--- src/rtl/atari_video_capture.sv ---
// TIA video stream capture into a double-buffered frame buffer of 6-bit palette indices.
// Optional per-frame line / per-line pixel statistics are enabled with `define ATARI_VIDEO_STATS_EN.
module atari_video_capture #(
  parameter int H_ACTIVE = 160,
  parameter int V_ACTIVE = 192,
  parameter int ADDR_W   = 15
) (
  input  logic              CCLK,
  input  logic              RES_N,
  input  logic              ENABLE,
  input  logic              HSYNC,
  input  logic              HBLANK,
  input  logic              VSYNC,
  input  logic              VBLANK,
  input  logic [3:0]        COL,
  input  logic [1:0]        LUM,
  output logic              FB_WE,
  output logic [ADDR_W:0]   FB_ADDR,
  output logic [5:0]        FB_DATA,
  output logic              DISP_BANK,
  output logic              FRAME_DONE,
  output logic              ABORT,
  output logic [8:0]        LINE_CNT,
  output logic [7:0]        PIX_CNT
);

  localparam int XW = $clog2(H_ACTIVE + 1);
  localparam int YW = $clog2(V_ACTIVE + 1);

  typedef enum logic [2:0] {WAIT_VS, SYNC, BLANK, ACTIVE, DONE} state_t;

  state_t state, state_nxt;

  logic              hb_s1, vb_s1, vs_s1;
  logic              hb_s2, vb_s2, vs_s2;
  logic [5:0]        pix_s1;
  logic              hb_rise, vb_rise, vs_rise, vs_fall, pixel;

  logic              arm, wr_bank;
  logic [XW-1:0]     x;
  logic [YW-1:0]     y;
  logic [ADDR_W-1:0] base;

  logic              complete, abort_ev, wr, line_adv;

  // Blank stages reset to the blanking level so leaving reset never looks like a pixel or a blank edge.
  always_ff @(posedge CCLK or negedge RES_N) begin
    if (!RES_N) begin
      hb_s1  <= 1'b1;
      vb_s1  <= 1'b1;
      vs_s1  <= 1'b0;
      hb_s2  <= 1'b1;
      vb_s2  <= 1'b1;
      vs_s2  <= 1'b0;
      pix_s1 <= '0;
    end else begin
      hb_s1  <= HBLANK;
      vb_s1  <= VBLANK;
      vs_s1  <= VSYNC;
      hb_s2  <= hb_s1;
      vb_s2  <= vb_s1;
      vs_s2  <= vs_s1;
      pix_s1 <= {COL, LUM};
    end
  end

  assign hb_rise = hb_s1 & ~hb_s2;
  assign vb_rise = vb_s1 & ~vb_s2;
  assign vs_rise = vs_s1 & ~vs_s2;
  assign vs_fall = ~vs_s1 & vs_s2;
  assign pixel   = ~hb_s1 & ~vb_s1;

  always_ff @(posedge CCLK or negedge RES_N) begin
    if (!RES_N) state <= WAIT_VS;
    else        state <= state_nxt;
  end

  always_comb begin
    state_nxt = state;
    case (state)
      WAIT_VS: if (vs_s1) state_nxt = SYNC;
      SYNC:    if (vs_fall) state_nxt = BLANK;
      BLANK: begin
        if (!arm)        state_nxt = WAIT_VS;
        else if (!vb_s1) state_nxt = ACTIVE;
      end
      ACTIVE: begin
        if (complete)     state_nxt = DONE;
        else if (vs_rise) state_nxt = SYNC;
      end
      DONE:    if (vs_s1) state_nxt = SYNC;
      default: state_nxt = WAIT_VS;
    endcase
  end

  // Completion outranks an abort arriving on the same cycle.
  always_comb begin
    complete = 1'b0;
    abort_ev = 1'b0;
    wr       = 1'b0;
    line_adv = 1'b0;
    if (state == ACTIVE) begin
      line_adv = hb_rise && (x != '0);
      complete = vb_rise || (line_adv && (y == YW'(V_ACTIVE - 1)));
      abort_ev = vs_rise && !complete;
      wr       = pixel && !vs_rise && (x < XW'(H_ACTIVE)) && (y < YW'(V_ACTIVE));
    end
  end

  // The running base keeps y*H_ACTIVE without a multiplier.
  always_ff @(posedge CCLK or negedge RES_N) begin
    if (!RES_N) begin
      arm        <= 1'b0;
      wr_bank    <= 1'b0;
      x          <= '0;
      y          <= '0;
      base       <= '0;
      FB_WE      <= 1'b0;
      FB_ADDR    <= '0;
      FB_DATA    <= '0;
      DISP_BANK  <= 1'b0;
      FRAME_DONE <= 1'b0;
      ABORT      <= 1'b0;
    end else begin
      FB_WE      <= wr;
      FRAME_DONE <= complete;
      ABORT      <= abort_ev;
      if (state == SYNC && vs_fall) begin
        arm  <= ENABLE;
        x    <= '0;
        y    <= '0;
        base <= '0;
      end
      if (state == ACTIVE) begin
        if (hb_rise) begin
          x <= '0;
          if (line_adv) begin
            y    <= y + YW'(1);
            base <= base + ADDR_W'(H_ACTIVE);
          end
        end else if (wr) begin
          x <= x + XW'(1);
        end
      end
      if (wr) begin
        FB_ADDR <= {wr_bank, base + ADDR_W'(x)};
        FB_DATA <= pix_s1;
      end
      if (complete) begin
        DISP_BANK <= wr_bank;
        wr_bank   <= ~wr_bank;
      end
    end
  end

`ifdef ATARI_VIDEO_STATS_EN
  logic       hs_s1, hs_s2, hs_rise;
  logic [8:0] hs_cnt;
  logic [7:0] px_cnt;

  assign hs_rise = hs_s1 & ~hs_s2;

  // Statistics run in every state and ignore ENABLE.
  always_ff @(posedge CCLK or negedge RES_N) begin
    if (!RES_N) begin
      hs_s1    <= 1'b0;
      hs_s2    <= 1'b0;
      hs_cnt   <= '0;
      px_cnt   <= '0;
      LINE_CNT <= '0;
      PIX_CNT  <= '0;
    end else begin
      hs_s1 <= HSYNC;
      hs_s2 <= hs_s1;
      if (vs_fall) begin
        LINE_CNT <= hs_cnt;
        hs_cnt   <= {8'd0, hs_rise};
      end else if (hs_rise && hs_cnt != 9'd511) begin
        hs_cnt <= hs_cnt + 9'd1;
      end
      if (hb_rise) begin
        PIX_CNT <= px_cnt;
        px_cnt  <= '0;
      end else if (pixel && px_cnt != 8'd255) begin
        px_cnt <= px_cnt + 8'd1;
      end
    end
  end
`else
  logic unused_hsync;
  assign unused_hsync = HSYNC;
  assign LINE_CNT     = '0;
  assign PIX_CNT      = '0;
`endif

endmodule

--- config.mk ---
export PLATFORM = sky130hd
export DESIGN_NAME = atari_video_capture
export DESIGN_NICKNAME = d
export VERILOG_FILES = /design/src/rtl/atari_video_capture.sv
export SDC_FILE = /design/constraint.sdc
export NUM_CORES = 1
export LEC_CHECK = 0
export ABC_AREA = 1
export BUFFER_PORTS_ARGS = -buffer_cell sky130_fd_sc_hd__buf_2
export CORE_ASPECT_RATIO = 1.75
export CORE_UTILIZATION = 40
export DETAILED_ROUTE_END_ITERATION = 6
export GPL_TIMING_DRIVEN = 0
export MAX_ROUTING_LAYER = met4
export SETUP_SLACK_MARGIN = 0.5
export SYNTH_ARGS = -nofsm -noshare
export SYNTH_HDL_FRONTEND = slang
export SYNTH_SLANG_ARGS = --single-unit
--- constraint.sdc ---
create_clock -name CCLK -period 1.6 [get_ports CCLK]
set_input_delay 0 -clock CCLK [delete_from_list [all_inputs] [get_ports CCLK]]
set_output_delay 0 -clock CCLK [all_outputs]
set_load 0.1 [all_outputs]
; ---- Word-level counts from Yosys, hierarchy flattened
; Cells that the tools add are included.
[op_classes]
eq_ne = 9
n_reduce_logical = 14
bitwise_logic = 12
n_mul = 0
n_div = 0
shift = 0
addsub = 4
mux = 23
order_cmp = 2
[op_table]
columns = op, n
row1 = 8-bit two-way mux, 8
row2 = 15-bit two-way mux, 4
row3 = 3-bit two-way mux, 6
row4 = 8-bit by 1-bit adder with 8-bit output (second input constant), 2
row5 = 8-bit < comparator (second input constant), 2
row6 = 15-bit by 8-bit adder with 15-bit output, 1
row7 = 15-bit by 8-bit adder with 15-bit output (second input constant), 1
row8 = 3-bit one-hot mux with 4 select lines, 1
row9 = 8-bit equality test (second input constant), 1
row10 = 8-bit nonzero test, 1
row11 = 1-bit logical AND, 7
row12 = 1-bit inverter, 7
row13 = 3-bit by 2-bit equality test with 1-bit output (second input constant), 2
row14 = 3-bit != test (second input constant), 2
row15 = 1-bit bitwise AND, 5
row16 = 1-bit two-way mux, 4
row17 = 4-bit AND reduction, 1
row18 = 3-bit by 1-bit equality test with 1-bit output (second input constant), 1
row19 = 3-bit equality test (second input constant), 1
row20 = 3-bit zero test, 1
row21 = 1-bit zero test, 2
row22 = 2-bit by 1-bit != test with 1-bit output (second input constant), 1
row23 = 2-bit != test (second input constant), 1
row24 = 2-bit OR reduction, 1
row25 = 1-bit logical OR, 1
[totals]
rom_bits = 0
ramBits = 0
input_bits = 13
regBits = 74
latch_bits = 0
output_inout_bits = 43
mem_count = 0

; ---- Depth between registers and ports, before layout
; Gate-level depths: netlist of run 1.
[logic_depth]
depth_word = 10
ltp_mapped = 11

; ---- Worst setup path before layout of run 1
; OpenSTA, ideal clock, no wires.
[synth_timing]
kind = flip-flop to flip-flop
from = register x[0]
to = register FB_ADDR[6]
setup_time_ns = 0.120
slack_ns = -0.168
path_stages_with_launch = 10
arrival_time_ns = 1.648
required_time_ns = 1.480
period_less_slack_ns = 1.768
path_cell_list = dfrtp_1 ha_1 fa_1 nand2_1 nand2_1 nand3b_1 nand2_1 or2_2 nand3_1 nand2_1
[synth_between]
elab_chain_cells = 4
word_cells_on_any_way = 5
[synth_lines]
columns = item, line
row1 = "start, declared", 40  ; logic [XW-1:0] x;
row2 = "start signal, assigned", 142  ; x <= x + XW'(1);
row3 = 8-bit < comparator, 106  ; wr = pixel && !vs_rise && (x < XW'(H_ACTIVE)) && (y < YW'(V_ACTIVE));
row4 = 1-bit logical AND (2 in a row), 106
row5 = 1-bit two-way mux, 102  ; if (state == ACTIVE) begin
row6 = "end signal, assigned", 146  ; FB_ADDR <= {wr_bank, base + ADDR_W'(x)};
row7 = "end, declared", 18  ; output logic [ADDR_W:0] FB_ADDR,
; Parallel ways exist; a longest one is shown, timed or not.
; A chain may end at the register's enable or synchronous reset.

; ---- Worst setup path in the final report of run 1
[layout_timing]
from = register base[0]
to = register FB_ADDR[6]
[layout_between]
elab_chain_cells = 1
[layout_lines]
columns = item, line
row1 = "start, declared", 42  ; logic [ADDR_W-1:0] base;
row2 = "start signal, assigned", 139  ; base <= base + ADDR_W'(H_ACTIVE);
row3 = 15-bit by 8-bit adder with 15-bit output, 146
; No other way between the ends.

==> metrics.txt, run 1 <==
post-synthesis average cell area=between 7 and 8 µm²; Final WS setup=-0.124 ns; GRT Util Overall=a little over a fifth; site row count=47; routed vias/inst=between 4 and 5; initial DRC count=around 190; worst hold path type=in2async; area taken by multi-input logic gates=~2500 µm²; Ant. Diodes=0; Netlist cell types=36; detailed-route DRC error count=0; final setup violation count=25; Total Nets Final=663; Synth Flop Type=dfrtp_1; # IOs=56; DRT Pass-1 Iters=4; HPWL Detailed=roughly 6300 µm; total CTS buffers=9; Longest Clk Path Bufs=2; routed via count=3696; Crit Path Max Fanout=4; initial core utilization=roughly 41%; Max-Cap Viols=0; Post-Route Setup TNS=-1.32 ns; sequential area share after synthesis=47.0%; EDFF count, synth=0; gr ovfl total=0; routed wire length=around 11000 µm; fin crit share=108%; area growth from synthesis to layout=60.5%; Synth Register Bits=74; IR drop worst, VDD=1100 µV; violated checks=setup timing; Worst Setup End Kind=flip-flop; RSZ-0062 raised after global routing=true; CTS tree=built; fin. max-slew vios=0; CP startpoint kind=flip-flop; fill count=between 700 and 800; PortBufs=37; Max Clk Rate=between 500 and 600 MHz; clock tree sinks=74; largest area contributor in the synthesized netlist=dfrtp_1; Hold Vio Cnt, Final=0; Core Area=around 9500 µm²; Die Span X=a little under 80 µm; first-pass GRT wire length=16300 µm; wire per inst=between 10 and 15 µm; top cells by area, synth=dfrtp_1 44%, nand2_1 15%, inv_1 5.8%; Tmin final=between 1.5 and 2 ns; post-route ant nets=0; full die area=approximately 10000 µm²; Clk pin slew, worst setup/hold paths=0.06 ns; vias in the first global route=3574; count leader, synth=nand2_1; initial antenna violation count=0; skew final=~0.0061 ns; FF/Latch Area=about 1900 µm²; status=finished with violations; Mapped Cells=506; routability cong.=~0.9; Syn Std Cell Area=between 3000 and 4000 µm²; Lkg Pwr=0.00317 µW; asr flop ratio synth=100%; pin count of the biggest net entering global routing=42; final hold slack=0.151 ns; Worst-Skew Late Latency=roughly 0.34 ns; share of Yosys cell area claimed by the top area cell type=approximately 44%; Ys Warns=0; commonest cells in the netlist=161 x nand2_1, 70 x dfrtp_1, 61 x inv_1, 48 x nor2_1, 32 x nand3_1; kind of critical path=reg2reg; htree depth=3; Worst EP arrival=1.96 ns; Root Driver=clkbuf_16; Chip Height=between 100 and 150 µm; layout cell share with drive strength beyond 1=roughly half; Pwr Density=between 1000 and 1500 nW/µm²; Critical Path RT=about 1.8 ns
## what timing repair did
action,CTS,global route
endpoints found under the setup margin,86,64
pin swaps,36,58
gates resized for setup,134,117
gates cloned,4,3
setup buffers,29,19
hold endpoints to repair,43,0
hold buffers,11,0
## worst paths after layout
| check | end | from | slack, ns | cells past startpoint |
|---|---|---|---|---|
| max | FB_ADDR[6]$_DFFE_PN0P_ | base[0]$_DFFE_PN0P_ | -0.12 | 9 |
| min | state[0]$_DFFE_PN0P_ | RES_N | 0.15 | 2 |
| max reg2reg | FB_ADDR[6]$_DFFE_PN0P_ | base[0]$_DFFE_PN0P_ | -0.12 | 9 |
| min reg2reg | vb_s2$_DFF_PN1_ | vb_s1$_DFF_PN1_ | 0.38 | 0 |
| max in group asynchronous | x[2]$_DFF_PN0_ | RES_N | 0.86 | 3 |
| min in group CCLK | hb_s1$_DFF_PN1_ | HBLANK | 0.29 | 2 |
## area by class of cell
class | count | area share, %
Sequential cell | 74 | 29.5
Timing Repair Buffer | 104 | 15.7
Inverter | 63 | 4.12
Buffer | 28 | 4.40
Clock inverter | 5 | 0.868
Clock buffer | 11 | 3.67
Multi-Input combinational cell | 357 | 39.4
Tap cell | 122 | 2.41
## cell families after synthesis
kind of cell,Yosys count,share of synthesized area [%]
AOI/OAI and AO/OA,49,6.62
and+or+nand+nor,268,28.8
muxes,1,0.253
adders and majority gates,13,4.31
xor gates and xnor gates,9,1.99
DFF,74,47.0
buffers and inverters,91,10.9
other,1,0.0949
## cell usage in the layout (no fill, tap or decap), types with 10 or more instances in the layout
cell,netlist,final
nand2_2,1,45
nor2_2,0,12
nor2_1,48,23
buf_4,18,72
dfrtp_2,0,10
nand2_1,161,99
buf_6,2,17
o21ai_1,1,15
nand2_4,0,17
inv_2,2,11
conb_1,1,17
buf_2,5,11
nand3_1,32,14
dlygate4sd3_1,0,11
clkbuf_16,0,12
nor2_4,2,15
inv_1,61,44
nand3_2,0,15
dfrtp_1,70,60
## through the flow
stage | util [%] | setup slack [ns] | instance area (µm²) | total power (µW) | cells
floorplan | - | -0.0284 | 4180 | 5350 | 522
global placement | 47.5 | -0.160 | 4520 | 5880 | 681
detailed placement | 47.7 | -0.182 | 4540 | 5950 | 682
CTS | 60.1 | -0.0935 | 5720 | 8830 | 742
global route | 66.6 | -0.188 | 6340 | 9680 | 764
finish | 66.6 | -0.124 | 6340 | 9270 | 764
## report_power, final
part	internal, µW	leakage (µW)	switching [µW]
Combinational	1580	0.00208	3060
Clock	1200	0.000136	779
Sequential	2280	0.000956	377
## flip-flops by register name, summed over array words and instances, names as in the netlist, 3 cells and up
register	flops
y	8
FB_DATA	6
base	15
FB_ADDR	16
x	8
state	3
pix_s1	6
## metal layers
layer	part of all wire [%]	global-route usage, %
met5	0	-
met3	3.5	4.25
met2	55	35.7
met1	38	22.4
met4	3.1	12.4
## worst max-delay path, stage by stage, from the launching register on
cell and delay, ns:
dfrtp_1 0.39, ha_2 0.21, fa_2 0.35, nand2_2 0.07
nand2_2 0.06, nand3b_1 0.10, nand2_2 0.09, or2_4 0.24
nand3_2 0.05, nand2_1 0.04
Note: power is estimated with default switching activity, not from simulation.
==> inputs of run 2 (changes only) <==
==> constraint.sdc (replaced) <==
create_clock -name CCLK -period 1.6 [get_ports CCLK]
set_input_delay 0 -clock CCLK [delete_from_list [all_inputs] [get_ports CCLK]]
set_output_delay 0 -clock CCLK [all_outputs]
set_load 0.05 [all_outputs]
==> metrics.txt, run 2 (same netlist as run 1, synthesis figures left out) <==
number of flip-flops in the largest register=16 (unchanged); Ant. Diodes=0 (unchanged); cell count after placement=682 (unchanged); Worst-Skew Late Latency=0.34 ns (about the same); initial DRC count=165 (was 187); CP startpoint kind=flip-flop (unchanged); post-route ant nets=0 (unchanged); DRT Pass-1 Iters=4 (unchanged); worst hold path type=in2async (unchanged); kind of critical path=reg2reg (unchanged); CP bufs+invs=0 (unchanged); placed inst area=4540 µm² (unchanged); Chip Height=133 µm (unchanged); status=finished with violations (unchanged); vias in the first global route=3568 (was 3574); htree depth=3 (unchanged); RSZ-0062 raised after global routing=true (unchanged); GRT Util Overall=21.1% (about the same); Max-Cap Viols=0 (unchanged); Hold Vio Cnt, Final=0 (unchanged); dpl ws=-0.182 ns (unchanged); Worst path slowest cell=dfrtp_1 (unchanged); fill count=743 (was 726); initial core utilization=41.5% (unchanged); area growth from synthesis to layout=58.8% (was 60.5%); first-pass GRT wire length=16300 µm (unchanged); initial antenna violation count=0 (unchanged); routability cong.=0.876 (unchanged); layout cell share with drive strength beyond 1=50.0% (unchanged); IR drop worst, VDD=707 µV (was 1100 µV); fin crit share=107% (was 108%); CP max stage delay=0.39 ns (about the same); site row count=47 (unchanged); Longest Clk Path Bufs=2 (unchanged); routed vias/inst=4.87 (was 4.84); Total Nets Final=663 (unchanged); Max Clk Rate=582 MHz (was 580 MHz); PortBufs=37 (unchanged); Root Driver=clkbuf_16 (unchanged); Crit Reg-Reg Startpoint=base[0]$_DFFE_PN0P_ (unchanged); final setup violation count=23 (was 25); Tmin final=1.72 ns (about the same); Worst EP arrival=1.95 ns (was 1.96 ns); Finished Cell Area=6280 µm² (was 6340 µm²); pin count of the biggest net entering global routing=42 (unchanged); wire per inst=14.2 µm (was 14.3 µm); HPWL Detailed=6330 µm (unchanged); # IOs=56 (unchanged); gr ovfl total=0 (unchanged); CTS tree=built (unchanged); Die Span X=77.1 µm (unchanged); Critical Path RT=1.83 ns (was 1.84 ns); routed wire length=10900 µm (about the same); CP most frequent cell=nand2_2 (unchanged); clock tree sinks=74 (unchanged); total CTS buffers=9 (unchanged); violated checks=setup timing (unchanged); Clk pin slew, worst setup/hold paths=0.06 ns (about the same); Layout Cells excl Fill=764 (unchanged); r2r setup slk=-0.12 ns (about the same); fin. max-slew vios=0 (unchanged); reg2reg path depth=9 (unchanged); Final WS setup=-0.118 ns (was -0.124 ns); FF/Latch Area=1870 µm² (unchanged); Lkg Pwr=0.00317 µW (about the same); CP cell instances=ha_2 -> fa_2 -> nand2_2 -> nand2_2 -> nand3b_1 -> nand2_2 -> or2_4 -> nand3_2 -> nand2_1 (unchanged); Crit Path Max Fanout=4 (unchanged); commonest non-fill, non-tap cell in the layout=nand2_1 (unchanged); Worst Setup End Kind=flip-flop (unchanged); area taken by multi-input logic gates=2500 µm² (unchanged); full die area=10300 µm² (unchanged); routed via count=3718 (was 3696); commonest non-fill, non-tap cells in the layout=99 x nand2_1, 60 x dfrtp_1, 48 x buf_4 (was 99 x nand2_1, 72 x buf_4, 60 x dfrtp_1); Core Area=9530 µm² (unchanged); Reg-to-Reg End=FB_ADDR[6]$_DFFE_PN0P_ (unchanged); total power of the final layout=8350 µW (was 9270 µW); detailed-route DRC error count=0 (unchanged); Reg with most FFs=FB_ADDR (unchanged); skew final=0.00407 ns (was 0.00615 ns); Largest regs=FB_ADDR (16), base (15) (unchanged); cell family with most CP delay=simple AND/OR/NAND/NOR gates (unchanged); Pwr Density=1330 nW/µm² (was 1460 nW/µm²)
## run 2: changes by cell type in the layout (fill, tap and decap cells not counted), sizes merged
cell and change:
buf +2, clkbuf -2
## run 2: through the flow
step	TNS, ns	util, %	hold slack [ns]
2_1_floorplan	-0.0264	-	-0.296
3_3_place_gp	-1.70	47.5	0.105
3_5_place_dp	-1.83	47.7	-0.0113
4_1_cts	-0.967	59.4	0.169
5_1_grt	-3.17	65.9	0.198
6_report	-1.23	65.9	0.155
## run 2: cell type report
cell class	instances	share of cell area (%)
multi-input combinational	357	39.8
inverter	63	4.17
buffer	28	4.45
clock inverter	5	0.877
clock buffer	11	3.71
sequential	74	29.8
timing repair buffer	104	14.8
tap	122	2.43
## run 2: routing by layer
layer,vias up,GRT usage [%],part of all wire (%)
met1,1767,22.5,38
met5,-,-,0
li1,1827,-,-
met2,97,35.7,56
met3,27,4.18,3.3
met4,0,12.4,3.0
## run 2: worst max-delay path by stage
stage | slack [ns] | start | depth (start not counted) | end
floorplan | -0.03 | x[0]$_DFF_PN0_ | 9 | FB_ADDR[6]$_DFFE_PN0P_
global placement | -0.16 | x[0]$_DFF_PN0_ | 9 | FB_ADDR[6]$_DFFE_PN0P_
detailed placement | -0.18 | x[0]$_DFF_PN0_ | 10 | FB_ADDR[12]$_DFFE_PN0P_
CTS | -0.09 | x[0]$_DFF_PN0_ | 9 | FB_ADDR[6]$_DFFE_PN0P_
global route | -0.19 | base[0]$_DFFE_PN0P_ | 9 | FB_ADDR[6]$_DFFE_PN0P_
finish | -0.12 | base[0]$_DFFE_PN0P_ | 9 | FB_ADDR[6]$_DFFE_PN0P_
## run 2: repair_timing
item | CTS | global route
gates cloned | 4 | 3
hold buffers | 11 | 0
gates resized for setup | 110 | 115
hold endpoints to repair | 43 | 0
setup endpoints to repair | 62 | 62
pin swaps | 36 | 58
setup buffers | 29 | 19
## run 2: power breakdown
part	internal, µW	switching [µW]
clock network	1200	772
registers	2280	367
logic	1470	2260
total	4950	3400
